--- src/rtl/wb_demux.sv ---
`default_nettype none
// ============================================================================
//  Module   : wb_demux
//  Purpose  : Write-back router. Steers the ALU result to register A,
//             register B, a store FIFO draining to data memory, or discard.
//             Optional same-cycle store bypass when built with WB_BYPASS_EN.
//  Revision : 1.0  initial release
// ============================================================================
module wb_demux #(
    parameter int DEPTH = 4,
    parameter int AW    = 8
) (
    input  logic          clk,
    input  logic          rst,
    input  logic          in_valid,
    output logic          in_ready,
    input  logic [7:0]    data,
    input  logic [1:0]    dest,
    input  logic [AW-1:0] addr,
    output logic [7:0]    reg_a,
    output logic [7:0]    reg_b,
    output logic          mem_wr_en,
    input  logic          mem_ready,
    output logic [AW-1:0] mem_addr,
    output logic [7:0]    mem_data,
    output logic [$clog2(DEPTH):0] store_count,
    output logic          discard_seen
);

    localparam int c_PW = $clog2(DEPTH);
    localparam int c_CW = $clog2(DEPTH) + 1;
    localparam logic [1:0] c_DEST_A   = 2'b00;
    localparam logic [1:0] c_DEST_B   = 2'b01;
    localparam logic [1:0] c_DEST_MEM = 2'b10;
    localparam logic [1:0] c_DEST_DIS = 2'b11;

    logic [AW-1:0]   r_fifo_addr_q [DEPTH];
    logic [7:0]      r_fifo_data_q [DEPTH];
    logic [c_PW-1:0] r_wptr_q, w_wptr_d;
    logic [c_PW-1:0] r_rptr_q, w_rptr_d;
    logic [c_CW-1:0] r_count_q, w_count_d;
    logic [7:0]      r_reg_a_q, w_reg_a_d;
    logic [7:0]      r_reg_b_q, w_reg_b_d;
    logic            r_disc_q, w_disc_d;

    logic w_full, w_nonempty, w_accept, w_store_req, w_bypass, w_push, w_pop;

    assign w_full      = (r_count_q == c_CW'(DEPTH));
    assign w_nonempty  = (r_count_q != '0);
    assign w_accept    = in_valid && !w_full;
    assign w_store_req = w_accept && (dest == c_DEST_MEM);

`ifdef WB_BYPASS_EN
    // Empty FIFO and a ready memory: the store goes straight through.
    assign w_bypass = w_store_req && !w_nonempty && mem_ready && !rst;
`else
    assign w_bypass = 1'b0;
`endif

    assign w_push = w_store_req && !w_bypass;
    // A cycle with rst high never completes a memory write.
    assign w_pop  = w_nonempty && mem_ready && !rst;

    assign in_ready     = !w_full;
    assign mem_wr_en    = (w_nonempty && !rst) || w_bypass;
    assign mem_addr     = w_bypass ? addr : r_fifo_addr_q[r_rptr_q];
    assign mem_data     = w_bypass ? data : r_fifo_data_q[r_rptr_q];
    assign store_count  = r_count_q;
    assign reg_a        = r_reg_a_q;
    assign reg_b        = r_reg_b_q;
    assign discard_seen = r_disc_q;

    always_comb begin
        w_reg_a_d = r_reg_a_q;
        w_reg_b_d = r_reg_b_q;
        w_disc_d  = r_disc_q;
        w_wptr_d  = r_wptr_q;
        w_rptr_d  = r_rptr_q;
        w_count_d = r_count_q;
        if (w_accept) begin
            case (dest)
                c_DEST_A:   w_reg_a_d = data;
                c_DEST_B:   w_reg_b_d = data;
                c_DEST_DIS: w_disc_d  = 1'b1;
                default:    ;
            endcase
        end
        if (w_push) w_wptr_d = r_wptr_q + c_PW'(1);
        if (w_pop)  w_rptr_d = r_rptr_q + c_PW'(1);
        case ({w_push, w_pop})
            2'b10:   w_count_d = r_count_q + c_CW'(1);
            2'b01:   w_count_d = r_count_q - c_CW'(1);
            default: w_count_d = r_count_q;
        endcase
    end

    always_ff @(posedge clk) begin
        if (rst) begin
            r_reg_a_q <= '0;
            r_reg_b_q <= '0;
            r_disc_q  <= 1'b0;
            r_wptr_q  <= '0;
            r_rptr_q  <= '0;
            r_count_q <= '0;
        end else begin
            r_reg_a_q <= w_reg_a_d;
            r_reg_b_q <= w_reg_b_d;
            r_disc_q  <= w_disc_d;
            r_wptr_q  <= w_wptr_d;
            r_rptr_q  <= w_rptr_d;
            r_count_q <= w_count_d;
        end
    end

    // Entry storage carries no reset; occupancy is tracked by the count.
    always_ff @(posedge clk) begin
        if (w_push && !rst) begin
            r_fifo_addr_q[r_wptr_q] <= addr;
            r_fifo_data_q[r_wptr_q] <= data;
        end
    end

endmodule
`default_nettype wire
--- config.mk ---
export PLATFORM = sky130hd
export DESIGN_NAME = wb_demux
export DESIGN_NICKNAME = d
export VERILOG_FILES = /design/src/rtl/wb_demux.sv
export SDC_FILE = /design/constraint.sdc
export NUM_CORES = 1
export LEC_CHECK = 0
export ABC_AREA = 1
export CAP_MARGIN = 20
export CORE_ASPECT_RATIO = 0.8
export CORE_MARGIN = 2
export CORE_UTILIZATION = 52
export CTS_CLUSTER_SIZE = 12
export DETAILED_ROUTE_END_ITERATION = 8
export PLACE_DENSITY = 0.78
export SLEW_MARGIN = 20
export SYNTH_ARGS = -nofsm -noshare
export SYNTH_HDL_FRONTEND = slang
export SYNTH_SLANG_ARGS = --single-unit
--- constraint.sdc ---
create_clock -name clk -period 6.36 [get_ports clk]
set_clock_uncertainty 0.2 [all_clocks]
set_input_delay 1.272 -clock clk [delete_from_list [all_inputs] [get_ports clk]]
set_output_delay 1.272 -clock clk [all_outputs]
set_load 0.01 [all_outputs]
Word level (Yosys, flattened, before mapping)
Memories as Yosys holds them, arrays and structs flattened. A register that Yosys moved wholly into a read port is not among the register bits.
Cells that the tools add are included.
- multiply operators: 0
- muxes and demuxes: 7
- equal/unequal tests: 6
- div/mod/pow operators: 0
- bitwise logic cells: 0
- magnitude comparators: 0
- reduce and logical (&&, ||, !) cells: 14
- shift operators: 0
- $add $sub $neg: 4
- operators by type and width (cell ; count):
    $mux 2 ; 4
    $eq 2x2->1 const B ; 3
    $logic_and 1x1->1 ; 6
    $pmux 3 s2 ; 1
    $reduce_and 2->1 ; 3
    $add 2x1->2 const B ; 2
    $eq 2x1->1 const B ; 2
    $add 3x1->3 const B ; 1
    $eq 3x3->1 const B ; 1
    $reduce_bool 3->1 ; 1
    $sub 3x1->3 const B ; 1
    $logic_not 1->1 ; 2
    $logic_not 2->1 ; 1
    $mux 1 ; 2
    $reduce_bool 2->1 ; 1
- output and inout bits: 38
- RAM bits: 64
- register bits after elaboration: 24
- bits in read-only memories: 0
- bits in latches: 0
- word-level logic and storage cells: 39
- memories: 2
- memory list (name ; words ; width ; rd ports ; clocked after Yosys merged registers in ; write ports ; RTL line ; RTL):
    r_fifo_addr_q ; 4 ; 8 ; 1 ; 1 ; 1 ; 37 ; logic [AW-1:0] r_fifo_addr_q [DEPTH];
    r_fifo_data_q ; 4 ; 8 ; 1 ; 1 ; 1 ; 38 ; logic [7:0] r_fifo_data_q [DEPTH];

Logic depth before layout (Yosys ltp)
- depth after elaboration: 7
- mapped depth: 13
- gate-level depth less buffers: 13

Worst setup path after synthesis
Ideal clock, no wire load.
- path kind: input to output
- start point: input port rst
- end point: output port mem_wr_en
- arrival: 1471 ps
- path slack: 3417 ps
- cell stages on the path: 1
- cells stage by stage: a21oi_1
- word-level cells in the longest chain between the ends: 2
- RTL lines (item ; RTL line ; RTL):
    start: declaration ; 14 ; input logic rst,
    $logic_not 1->1 ; 65 ; assign mem_wr_en = (w_nonempty && !rst) || w_bypass;
    $logic_and 1x1->1 ; 65 ;
    end: declaration ; 22 ; output logic mem_wr_en,
Every way passes these cells.

==> results.yml <==
power:
  power_density_nw_per_um2: 249
  peakVddDrop_uv: 157
  internal-power_mw: 0.849
  swShare_pct: 25.3
  p_seq_share_pct: 57.1
  finalPower_mw: 1.14
  pwr-share-comb_pct: 11.4
  leakagePower_nw: 1.77
  switchingPower_mw: 0.288
  p_clk_share_pct: 31.5
drt:
  finalWirelength_mm: 7.17
  drt_iter0_drc: 192
  drt-pass1-iter-count: 4
  remaining_drc_errors: 0
  via_per_inst: 5.12
  wl_per_cell_um: 13.8
  drtAntennaViolNets: 0
  via_count: 2652
global_route:
  track_usage_pct: 19.1
  grt_use_met2_pct: 31.0
  grt_pass1_vias: 2453
  grt_max_degree: 34
  overflow: 0
  met3_usage_pct: 4.82
  grt_pass1_wl_mm: 11.8
  top_usage_layer: "met2"
  grt_antenna_before_repair: 0
  globalRouteMet1Util_pct: 25.6
cts:
  postCtsHoldBufs: 0
  clk_pin_slew_worst_paths_ps: 90
  cts_setup_buffers: 0
  cts_tree: "yes"
  ctsResizeCount: 0
  clk_path_buf_depth: 2
  root_buffer: "clkbuf_8"
  cts_sinks: 90
  numCtsBuffers: 9
  clk_latency_ps: 350
  h-tree-depth: 3
synth:
  synth_top_family_by_area: "simple AND/OR/NAND/NOR gates"
  synth_xor_area_share_pct: 0
  synth_compound_area_share_pct: 8.09
  syn_nets: 394
  synth.cell_area_um2: 3710
  ys_ff_latch: 90
  avgSynthCellArea_um2: 10.1
  synth_common_cells: "edfxtp_1 (64), inv_1 (64), nor2_1 (59)"
  synth-seq-area-share_pct: 65.8
  synth_cell_types: 20
  synthMuxAreaShare_pct: 0
  synthSimpleGateAreaFrac_pct: 15.8
  ys_top_cells_by_area: "edfxtp_1 (52%), dfxtp_1 (14%), inv_1 (6.5%)"
  yosys.area.top_type: "edfxtp_1"
  synth_top_flop_cell: "edfxtp_1"
  synth-adder-area-share_pct: 2.22
  syn_inst: 366
  yosysWarnings: 0
  ys_async_sr_fraction_pct: 0
  synth_top_area_share_pct: 51.8
  synth-edff-count: 64
cells_and_area:
  drive_gt1_share_pct: 6.03
  fin_cells: 518
  multiInputGateArea_um2: 970
  syn_to_final_growth_pct: 23.1
  nNetsFinal: 454
  antenna_cells: 0
  final_util_pct: 66.3
  seqCellArea_um2: 2440
  fill_cells: 556
sta:
  max_slew_margin_pct: 36.1
  rsz0062_at_grt: "no"
  worst_pin_slew_ps: 957
  maxSlewViolCount: 0
  hold_viol_final: 0
  fin_crit_sh_pct: 70.5
  finalWorstSetupSlack_ps: 1870
  fmax_ghz: 0.223
  period_needed_ps: 4490
  timing.setup.tns_ps: 0
  setup_violations: 0
floorplanning:
  die_y_um: 79.6
  rows: 27
  start_util_pct: 53.9
  die_x_um: 98.5
  die-area_um2: 7830
  io_pins: 60
  design.core.area_um2: 6890
critical_path:
  cp_top_family: "buffers and inverters"
  cp_slowest_cell: "dfxtp_1"
  critPathCaptureType: "output port"
  cp_max_fo: 33
  crit_type: "flip-flop to output port"
  cp-start-kind: "flip-flop"
  path_cells: "inv_1 > o21ai_0 > o22ai_1 > clkdlybuf4s50_1"
  cp.required_ps: 4890
  arrival_ps: 3010
  cp_slowest_stage_delay_ps: 960
  path_buf_inv: 2
place:
  dp_hpwl_mm: 4.78
  place_ws_ps: 2240
  place_congestion: 0.811
  io_buffer_count: 59
  dp_cells: 502
run:
  drv_cap: 0
outcome:
  status: "finished clean"
worst_hold_path:
  worst_hold_path_type: "flip-flop to flip-flop"
==> final cells by class <==
class | count | area share, %
clock buffer | 9 | 2.71
clock inverter | 7 | 1.31
inverter | 65 | 5.34
multi-input combinational | 197 | 21.2
sequential | 90 | 53.5
tap | 87 | 2.38
timing repair buffer | 63 | 13.6
==> power by group through the flow <==
stage | combinational, mW | clock (mW) | sequential [mW]
2_1_floorplan | 0.0635 | 0 | 0.662
3_3_place_gp | 0.126 | 0 | 0.662
3_5_place_dp | 0.130 | 0 | 0.663
4_1_cts | 0.130 | 0.367 | 0.649
5_1_grt | 0.145 | 0.388 | 0.651
6_report | 0.130 | 0.358 | 0.649
==> state kept, by name, indices dropped and copies added, names as in the netlist, named ones only <==
name,count
discard_seen,1
r_fifo_data_q,32
r_wptr_q,2
r_fifo_addr_q,32
reg_a,8
store_count,3
reg_b,8
r_rptr_q,2
==> per-stage QoR <==
stage	cell area (um^2)	hold slack, ps
after floorplan	3710	247
after detailed placement	4390	249
after global routing	4570	285
after CTS	4570	263
final	4570	258
after global placement	4390	246
==> per-layer routing <==
metal  share of wire, %  wire length, um
met5                  0                0
met4               0.74               53
met3                5.5              394
met2                 48             3450
met1                 46             3270
==> final timing paths <==
path / from / to / slack, ps / depth (start not counted)
worst max-delay path: flip-flop / mem_addr[5] / 1870 / 4
worst min-delay path: discard_seen / discard_seen / 260 / 2
worst max register to register: store_count[0] / store_count[2] / 3640 / 11
worst min register to register: discard_seen / discard_seen / 260 / 2
==> cells in the final DEF (no fill, tap or decap), types with 5 or more instances in the layout <==
| master | synthesis | layout |
|---|---|---|
| dfxtp_1 | 26 | 26 |
| ha_1 | 5 | 5 |
| clkbuf_8 | 0 | 9 |
| o21ai_0 | 34 | 34 |
| o22ai_1 | 16 | 16 |
| nand2_1 | 48 | 48 |
| a21oi_1 | 6 | 6 |
| nand4_1 | 19 | 19 |
| inv_1 | 64 | 64 |
| edfxtp_1 | 64 | 64 |
| clkdlybuf4s50_1 | 0 | 59 |
| nor2_1 | 59 | 59 |
==> worst reg2reg max path, cell delays in order (launching register included) <==
cell and delay (ps):
dfxtp_1 330, nor2_1 180, nand2_1 490, nand3_1 340
ha_1 200, inv_1 70, fa_1 390, nand2_1 90
nand3_1 110, nand2_1 80, nand2_1 50, nor2_1 130
==> cells by family after synthesis <==
kind of cell,after synthesis
simple gates,135
compound gates,56
flops,90
fa+ha+maj,6
buf+inv,79
No activity file was read; power rests on OpenSTA's default activity.
